### config.mk
export PLATFORM = sky130hd
export DESIGN_NAME = ifu_prefetch_queue
export DESIGN_NICKNAME = d
export VERILOG_FILES = /design/src/rtl/ysyx_22040088_pkg.sv /design/src/rtl/ifu_prefetch_queue_fetch_fifo.sv /design/src/rtl/ifu_prefetch_queue.sv
export SDC_FILE = /design/constraint.sdc
export NUM_CORES = 1
export LEC_CHECK = 0
export CAP_MARGIN = 10
export CORE_MARGIN = 2
export CORE_UTILIZATION = 61
export CTS_BUF_LIST = sky130_fd_sc_hd__clkbuf_8 sky130_fd_sc_hd__clkbuf_16
export CTS_CLUSTER_DIAMETER = 60
export CTS_CLUSTER_SIZE = 20
export DETAILED_ROUTE_END_ITERATION = 6
export PLACE_DENSITY = 0.91
export SLEW_MARGIN = 20
export SYNTH_ARGS = -nofsm -noshare
export SYNTH_HDL_FRONTEND = slang
export SYNTH_SLANG_ARGS = --single-unit
export TNS_END_PERCENT = 30
### constraint.sdc
create_clock -name clk -period 6.6 [get_ports clk]
set_clock_uncertainty 0.2 [all_clocks]
set_input_delay 0.66 -clock clk [delete_from_list [all_inputs] [get_ports clk]]
set_output_delay 0.66 -clock clk [all_outputs]
set_load 0.02 [all_outputs]
### src/rtl/ysyx_22040088_pkg.sv
// Shared fetch-side constants and the queue entry layout.
// Imported by the prefetch queue and its FIFO.
package ysyx_22040088_pkg;

   localparam int XLEN    = 64;
   localparam int INST_W  = 32;
   localparam int ENTRY_W = XLEN + INST_W;

   localparam logic [XLEN-1:0]   RESET_PC    = 64'h8000_0000;
   localparam logic [INST_W-1:0] BUBBLE_INST = 32'h0;

   typedef struct packed {
      logic [XLEN-1:0]   pc;
      logic [INST_W-1:0] inst;
   } fq_entry_t;

endpackage

### src/rtl/ifu_prefetch_queue_fetch_fifo.sv
// fetch_fifo: synchronous circular buffer holding fetched {pc, inst}.
// Ports: push/push_data, pop, flush (clears pointers), head_valid/head_data, count.
module fetch_fifo #(
   parameter int DEPTH = 4,
   parameter int W     = 96
) (
   input  logic                     clk,
   input  logic                     rst,
   input  logic                     push,
   input  logic [W-1:0]             push_data,
   input  logic                     pop,
   input  logic                     flush,
   output logic                     head_valid,
   output logic [W-1:0]             head_data,
   output logic [$clog2(DEPTH):0]   count
);

   localparam int PW = $clog2(DEPTH);
   localparam int CW = PW + 1;

   logic [W-1:0]  mem_q [DEPTH];
   logic [PW-1:0] wr_ptr_q, wr_ptr_d;
   logic [PW-1:0] rd_ptr_q, rd_ptr_d;
   logic [CW-1:0] cnt_q, cnt_d;
   logic          push_en, pop_en;

   always_comb begin
      pop_en   = pop && (cnt_q != '0);
      // A push into a full buffer is fine when the head leaves this cycle.
      push_en  = push && ((cnt_q != CW'(DEPTH)) || pop_en);
      wr_ptr_d = wr_ptr_q;
      rd_ptr_d = rd_ptr_q;
      cnt_d    = cnt_q;
      if (flush) begin
         wr_ptr_d = '0;
         rd_ptr_d = '0;
         cnt_d    = '0;
      end else begin
         if (push_en) wr_ptr_d = wr_ptr_q + PW'(1);
         if (pop_en)  rd_ptr_d = rd_ptr_q + PW'(1);
         cnt_d = cnt_q + CW'(push_en) - CW'(pop_en);
      end
   end

   always_ff @(posedge clk or posedge rst) begin
      if (rst) begin
         wr_ptr_q <= '0;
         rd_ptr_q <= '0;
         cnt_q    <= '0;
      end else begin
         wr_ptr_q <= wr_ptr_d;
         rd_ptr_q <= rd_ptr_d;
         cnt_q    <= cnt_d;
      end
   end

   always_ff @(posedge clk) begin
      if (push_en && !flush) mem_q[wr_ptr_q] <= push_data;
   end

   assign head_valid = (cnt_q != '0);
   assign head_data  = mem_q[rd_ptr_q];
   assign count      = cnt_q;

endmodule

### src/rtl/ifu_prefetch_queue.sv
// Fetch front end: owns the fetch PC, issues pipelined imem requests,
// queues responses with their PCs and hands them to ID via valid/ready.
// Ports: clk, rst (async high); imem_req_* / imem_resp_* to instruction memory;
// redirect/redirect_pc from ID; out_valid/out_ready/out_pc/out_inst toward ID.
module ifu_prefetch_queue #(
   parameter int          DEPTH    = 4,
   parameter int          MAX_OUT  = 2,
   parameter logic [63:0] RESET_PC = ysyx_22040088_pkg::RESET_PC
) (
   input  logic        clk,
   input  logic        rst,
   output logic        imem_req_valid,
   input  logic        imem_req_ready,
   output logic [63:0] imem_req_addr,
   input  logic        imem_resp_valid,
   input  logic [31:0] imem_resp_data,
   input  logic        redirect,
   input  logic [63:0] redirect_pc,
   output logic        out_valid,
   input  logic        out_ready,
   output logic [63:0] out_pc,
   output logic [31:0] out_inst
);

   import ysyx_22040088_pkg::*;

   localparam int CW = $clog2(DEPTH) + 1;
   localparam int OW = $clog2(MAX_OUT) + 1;
   localparam int SW = ((CW > OW) ? CW : OW) + 1;

   logic [63:0]   fetch_pc_q, fetch_pc_d;
   logic [63:0]   resp_pc_q, resp_pc_d;
   logic [63:0]   redir_pc;
   logic [OW-1:0] inflight_q, inflight_d;
   logic [OW-1:0] drop_q, drop_d;
   logic [CW-1:0] count;
   logic [SW-1:0] occupancy;
   logic          head_valid;
   fq_entry_t     head, push_entry;
   logic          req_fire, resp_drop, push, pop;

   always_comb begin
      redir_pc  = redirect_pc & ~64'h3;
      // Queue slots are reserved at issue, so a response can always land.
      occupancy = SW'(count) + SW'(inflight_q);
      imem_req_valid = !rst && !redirect
                    && (occupancy < SW'(DEPTH))
                    && (inflight_q < OW'(MAX_OUT));
      imem_req_addr  = fetch_pc_q;
      req_fire   = imem_req_valid && imem_req_ready;
      resp_drop  = imem_resp_valid && (redirect || (drop_q != '0));
      push       = imem_resp_valid && !resp_drop;
      out_valid  = !rst && head_valid;
      pop        = out_valid && out_ready && !redirect;
      push_entry = '{pc: resp_pc_q, inst: imem_resp_data};
      out_pc     = out_valid ? head.pc : '0;
      out_inst   = out_valid ? head.inst : BUBBLE_INST;

      inflight_d = inflight_q + OW'(req_fire) - OW'(imem_resp_valid);

      if (redirect) begin
         // Everything still outstanding is stale now, including what was
         // already marked for dropping: the new drop count is just what
         // remains in flight once this cycle's response is consumed.
         drop_d     = inflight_q - OW'(imem_resp_valid);
         fetch_pc_d = redir_pc;
         resp_pc_d  = redir_pc;
      end else begin
         drop_d     = drop_q - OW'(imem_resp_valid && (drop_q != '0));
         fetch_pc_d = fetch_pc_q + (req_fire ? 64'd4 : 64'd0);
         resp_pc_d  = resp_pc_q + (push ? 64'd4 : 64'd0);
      end
   end

   always_ff @(posedge clk or posedge rst) begin
      if (rst) begin
         fetch_pc_q <= RESET_PC;
         resp_pc_q  <= RESET_PC;
         inflight_q <= '0;
         drop_q     <= '0;
      end else begin
         fetch_pc_q <= fetch_pc_d;
         resp_pc_q  <= resp_pc_d;
         inflight_q <= inflight_d;
         drop_q     <= drop_d;
      end
   end

   fetch_fifo #(
      .DEPTH (DEPTH),
      .W     (ENTRY_W)
   ) u_fifo (
      .clk        (clk),
      .rst        (rst),
      .push       (push),
      .push_data  (push_entry),
      .pop        (pop),
      .flush      (redirect),
      .head_valid (head_valid),
      .head_data  (head),
      .count      (count)
   );

   a_inflight_max: assert property (@(posedge clk) disable iff (rst)
      inflight_q <= OW'(MAX_OUT));
   a_occupancy: assert property (@(posedge clk) disable iff (rst)
      occupancy <= SW'(DEPTH));
   a_drop_le_inflight: assert property (@(posedge clk) disable iff (rst)
      drop_q <= inflight_q);
   a_no_stray_resp: assert property (@(posedge clk) disable iff (rst)
      imem_resp_valid |-> (inflight_q != '0));

endmodule
==> impl_metrics.json, run 1 <==
{
  "postSynth.asyncResetShare_pct": 26.42,
  "grt_max_degree": 96,
  "slew_violations": 0,
  "min_path_type": "reg -> reg",
  "worst_setup_path_end_kind": "primary output",
  "cts_buffers": 35,
  "clk_latency_ps": 540,
  "cap_violations": 0,
  "grt_pass1_vias": 14450,
  "period_needed_ps": 4465,
  "cp_cell_sequence": "buf_4, mux4_2, and2_1, clkdlybuf4s50_1",
  "grt-ovfl-total": 0,
  "r2r_end": "imem_req_addr[47]",
  "start_util_pct": 61.75,
  "period_share_pct": 67.65,
  "drt-vias-per-instance": 6.519,
  "vias": 14450,
  "cp-start-kind": "flop",
  "cts_sinks": 511,
  "clk_pin_slew_ps": 80,
  "die_y_um": 196.3,
  "synth.top_cells.by_area": "edfxtp_1 (50%), dfrtp_1 (15%), mux4_2 (9.4%), and2_1 (2.9%), mux2_2 (2.0%)",
  "drt-wirelength-per-cell_um": 24.68,
  "yosysTopAreaCellShare_pct": 50.06,
  "p_sw_share_pct": 27.26,
  "place_inst": 2161,
  "setup_viol": 0,
  "irDropWorstVdd_uv": 173.7,
  "ys_types": 60,
  "cpMaxStageDelayCell": "dfrtp_4",
  "synth_largest_area_cell": "edfxtp_1",
  "clk_path_buf_depth": 3,
  "synth.cells.most_frequent": "edfxtp_1 (376), dfrtp_1 (133), and2_1 (105), mux4_2 (94), nor2_1 (69)",
  "cp_data_required_time_ps": 5740,
  "yosysWarnings": 0,
  "fmaxAchievable_mhz": 224.0,
  "antenna_left": 0,
  "pre_cts_slack_ps": 1979,
  "report.final.hold_viol_count": 0,
  "synth_seq_cells": 511,
  "fin_ws_ps": 2135,
  "power_leakage_nw": 8.846,
  "p_int_w": 0.005382,
  "worst_pin_slew_ps": 1162,
  "finalSetupTns_ps": 0,
  "ys_seq_area_share_pct": 65.05,
  "fin_cells": 2216,
  "cp-endpoint": "out_pc[24]",
  "ioPinCount": 264,
  "final_util_pct": 72.98,
  "power_frac_comb_pct": 17.8,
  "cp_slowest_stage_delay_ps": 1040,
  "rsz0062_at_grt": "false",
  "post_cts_buffers": 0,
  "cts_tree": "yes",
  "clockRootBuffer": "clkbuf_16",
  "r2r_slack_ps": 2700,
  "grt_antenna_before_repair": 0,
  "ys.flop_type": "edfxtp_1",
  "synth_area_um2": 22550,
  "dp_hpwl_mm": 34.18,
  "gp_congestion": 0.9063,
  "port-buffer-count": 257,
  "power.density_nw_per_um2": 277.6,
  "area_growth_pct": 18.18,
  "grt_usage_pct": 28.46,
  "ff2ff_path_depth": 10,
  "antenna_cells": 0,
  "core_area_um2": 36520,
  "cts_resized": 0,
  "final_nets": 1849,
  "reg2reg_from": "inflight_q[1]",
  "drc": 0,
  "num_rows": 70,
  "postCtsHoldBufs": 0,
  "net-switching-power_w": 0.002017,
  "die_w_um": 196.3,
  "drive_gt1_share_pct": 14.24,
  "crit_start": "u_fifo.rd_ptr_q[0]",
  "yosysMostFrequentCell": "edfxtp_1",
  "grt_pass1_wl_mm": 83.51,
  "synth_edf_count": 376,
  "routed_wirelength_mm": 54.70,
  "critPathKind": "reg -> out",
  "power_frac_clock_pct": 29.3,
  "maxSlewHeadroom_pct": 21.79,
  "dieArea_um2": 38530,
  "outcome": "finished clean",
  "crit_arrival_ps": 3610,
  "cp_max_fo": 46,
  "htree_levels": 2,
  "drt_iter0_markers": 1363,
  "seq_power_share_pct": 52.9,
  "firstDrtPassIters": 5,
  "synth.avg_cell_area_um2": 15.10,
  "synth_cells": 1494
}
## power groups by stage
stage                     Clock [W]  Combinational [W]  Sequential, W
after floorplan                   0           0.000773        0.00392
after global placement            0            0.00128        0.00394
after detailed placement          0            0.00132        0.00397
after CTS                   0.00219            0.00133        0.00390
after global routing        0.00230            0.00141        0.00394
final                       0.00217            0.00132        0.00391
## flip-flops by register name, indices dropped and copies added, names as in the netlist
signal and cells:
u_fifo.count 3, u_fifo.rd_ptr_q 2, resp_pc_q 62, u_fifo.wr_ptr_q 2
imem_req_addr 62, inflight_q 2, drop_q 2, u_fifo.mem_q 376
## worst max-delay path: cells and delay by family (launching register included)
kind	cells	cell delay (ps)
and+or+nand+nor	1	170
DFF	1	1040
muxes	1	580
buffers and inverters	2	1230
## layout by cell type, fill, tap and decap left out, drive strengths merged, types with 11 or more instances in the layout
cell type,count
dfrtp,133
nand2,62
or3,17
clkbuf,37
nor3,31
and3,16
mux4,94
nor2,70
buf,16
o21ai,25
nor4,42
edfxtp,376
xor2,23
inv,47
a21oi,27
and2,105
clkdlybuf4s50,256
a31oi,24
nand3,51
mux2i,11
nand4,60
or4,16
mux2,41
ha,15
o31ai,13
xnor2,50
## layer usage
metal,vias to the layer above,part of all wire (%),global-route usage [%],routed length [µm]
met3,134,8.8,4.813,4807
met5,-,0,0,0
met4,0,3.0,9.231,1664
li1,6244,-,-,-
met1,7168,40,40.14,21910
met2,901,48,45.95,26320
## cell type report
class	count	area [µm²]
Clock buffer	37	925.9
Sequential cell	511	14680
Clock inverter	17	161.4
Inverter	36	140.1
Fill cell	2176	9869
Timing Repair Buffer	272	2700
Multi-Input combinational cell	875	7461
Tap cell	468	585.6
## worst min path at each step
stage                            start                   to  slack, ps  cells after the start
floorplan                 resp_pc_q[2]  u_fifo.mem_q[0][34]        280                      0
global placement    u_fifo.wr_ptr_q[0]   u_fifo.wr_ptr_q[0]        320                      1
detailed placement       inflight_q[0]        inflight_q[0]        340                      1
CTS                      inflight_q[0]        inflight_q[0]        360                      1
global route             inflight_q[0]        inflight_q[0]        370                      1
finish                   inflight_q[0]        inflight_q[0]        350                      1
## cells by family (layout without fill, tap and decap cells)
logic type	after synthesis	in the layout	share of synthesized area (%)
flip-flops	511	511	65.05
buffers and inverters	111	362	1.992
adder cells (fa/ha/maj)	16	16	0.9209
other	1	4	0.01663
multiplexers	146	146	11.92
AND/OR/NAND/NOR	507	507	13.51
AO/OA/AOI/OAI	129	129	3.750
XOR/XNOR	73	73	2.835
## metrics by stage
step / hold slack, ps / power, W / cell area, µm²
after floorplan: 282.0 / 0.004688 / 22560
after global placement: 318.1 / 0.005223 / 25540
after detailed placement: 339.7 / 0.005283 / 25540
after CTS: 356.6 / 0.007428 / 26630
after global routing: 374.2 / 0.007654 / 26650
final: 348.6 / 0.007399 / 26650
Power figures use the tool's default switching activity.
==> inputs of run 2 (changes only) <==
CORE_UTILIZATION = 51   (was 61)
PLACE_DENSITY = 0.82   (was 0.91)
clock period = 4.02 ns   (was 6.6 ns; I/O delays follow)
==> run 2 against run 1 <==
Register-to-register slack lost 2300 ps. Highest routed layer unchanged. Global-route usage down 5.1 points. Critical endpoint is now imem_req_addr[55]. Sequential share of layout area decreased by 1.0 points. Largest cell class unchanged. Critical path depth rose by 6.
==> impl_metrics.json, run 2 (synthesis gave the netlist of run 1 again) <==
{
  "outcome": "finished clean",
  "power_leakage_nw": 9.032,
  "clockRootBuffer": "clkbuf_16",
  "grt_pass1_wl_mm": 82.90,
  "irDropWorstVdd_uv": 294.1,
  "layout_common_cells": "edfxtp_1 (376), clkdlybuf4s50_1 (256), dfrtp_1 (131)",
  "period_share_pct": 89.57,
  "final_util_pct": 61.85,
  "clk_pin_slew_ps": 80,
  "grt_pass1_vias": 14200,
  "fmaxAchievable_mhz": 277.7,
  "final_nets": 1869,
  "dp_hpwl_mm": 35.91,
  "cp_cell_sequence": "or4_1, a311oi_1, nand2_1, inv_1, ha_1, nand4_2, nor4_4, nand2_1, o41a_1, a211oi_1",
  "cap_violations": 0,
  "maxSlewHeadroom_pct": 37.71,
  "rsz0062_at_grt": "false",
  "drt-vias-per-instance": 6.020,
  "p_total_w": 0.01229,
  "die_w_um": 214.3,
  "r2r_slack_ps": 420,
  "post_cts_buffers": 0,
  "path_buf_inv": 1,
  "die_y_um": 214.3,
  "drt_iter0_markers": 1269,
  "fin_ws_ps": 419.5,
  "gp_congestion": 0.9125,
  "ff2ff_path_depth": 10,
  "worst_setup_path_end_kind": "flop",
  "period_needed_ps": 3601,
  "dieArea_um2": 45920,
  "worst_pin_slew_ps": 925.8,
  "critPathKind": "reg -> reg",
  "cts_sinks": 511,
  "pre_cts_slack_ps": 77.51,
  "clk_path_buf_depth": 3,
  "start_util_pct": 51.34,
  "grt_max_degree": 96,
  "vias": 14260,
  "grt_usage_pct": 23.40,
  "final_common_cell": "edfxtp_1",
  "antenna_left": 0,
  "clk_latency_ps": 570,
  "drive_gt1_share_pct": 15.32,
  "largest_register_ffs": 376,
  "cp_data_required_time_ps": 4290,
  "report.final.hold_viol_count": 0,
  "port-buffer-count": 257,
  "cp_slowest_stage_delay_ps": 550,
  "finalSetupTns_ps": 0,
  "cts_buffers": 36,
  "hold_start": "redirect_pc[10]",
  "postCtsHoldBufs": 0,
  "setup_viol": 0,
  "grt-ovfl-total": 0,
  "reg2reg_from": "inflight_q[1]",
  "power.density_nw_per_um2": 452.2,
  "cts_tree": "yes",
  "cts_resized": 0,
  "routed_wirelength_mm": 53.99,
  "cpMaxStageDelayCell": "or4_1",
  "path_common_cell": "nand2_1",
  "grt_antenna_before_repair": 2,
  "htree_levels": 2,
  "cp-start-kind": "flop",
  "area_growth_pct": 20.48,
  "r2r_end": "imem_req_addr[55]",
  "ioPinCount": 264,
  "hold_end": "resp_pc_q[10]",
  "min_path_type": "in -> reg",
  "regMostFlops": "u_fifo.mem_q",
  "hold_depth": 3,
  "firstDrtPassIters": 5,
  "slew_violations": 0,
  "crit_arrival_ps": 3870,
  "core_area_um2": 43930,
  "cp_max_fo": 5,
  "drt-wirelength-per-cell_um": 22.79,
  "cp_top_family": "simple AND/OR/NAND/NOR gates",
  "num_rows": 77,
  "drc": 0
}
run 2: layer usage:
metal / vias up / part of all wire (%) / global-route usage [%]
li1: 6303 / - / -
met1: 7276 / 43 / 33.33
met2: 591 / 48 / 37.16
met3: 91 / 6.3 / 3.461
met4: 0 / 2.8 / 8.356
met5: - / 0 / 0
run 2: worst min-delay path: stages:
cell and delay, ps:
clkdlybuf4s50_1 400, inv_1 90, mux2i_1 70
run 2: where the power goes:
| part | switching [W] | total, W | internal (W) |
|---|---|---|---|
| Sequential | 0.000373 | 0.00639 | 0.00602 |
| Clock | 0.00185 | 0.00367 | 0.00182 |
| Combinational | 0.00114 | 0.00222 | 0.00108 |
run 2: worst max path at each step:
stage | startpoint | end | slack [ps] | cells after the start
2_1_floorplan | redirect | u_fifo.mem_q[0][0] | -320 | 6
3_3_place_gp | rst | imem_req_addr[47] | 230 | 11
3_5_place_dp | rst | imem_req_addr[55] | 80 | 11
4_1_cts | u_fifo.rd_ptr_q[0] | out_inst[30] | 370 | 4
5_1_grt | inflight_q[1] | imem_req_addr[47] | 230 | 10
6_report | inflight_q[1] | imem_req_addr[55] | 420 | 10
run 2: stage by stage:
stage / instance area (µm²) / hold slack, ps / instances
floorplan: 22570 / 282.0 / 1497
global placement: 26010 / 322.5 / 2305
detailed placement: 26010 / 333.6 / 2305
CTS: 27170 / 207.2 / 2367
global route: 27170 / 237.1 / 2369
finish: 27170 / 235.5 / 2369
run 2: layout make-up:
| cell class | instances | area [µm²] |
|---|---|---|
| Antenna cell | 2 | 5.005 |
| Clock inverter | 24 | 220.2 |
| Sequential cell | 511 | 14680 |
| Clock buffer | 38 | 939.7 |
| Timing Repair Buffer | 291 | 2985 |
| Inverter | 36 | 140.1 |
| Multi-Input combinational cell | 875 | 7461 |
| Tap cell | 592 | 740.7 |
| Fill cell | 3259 | 16760 |
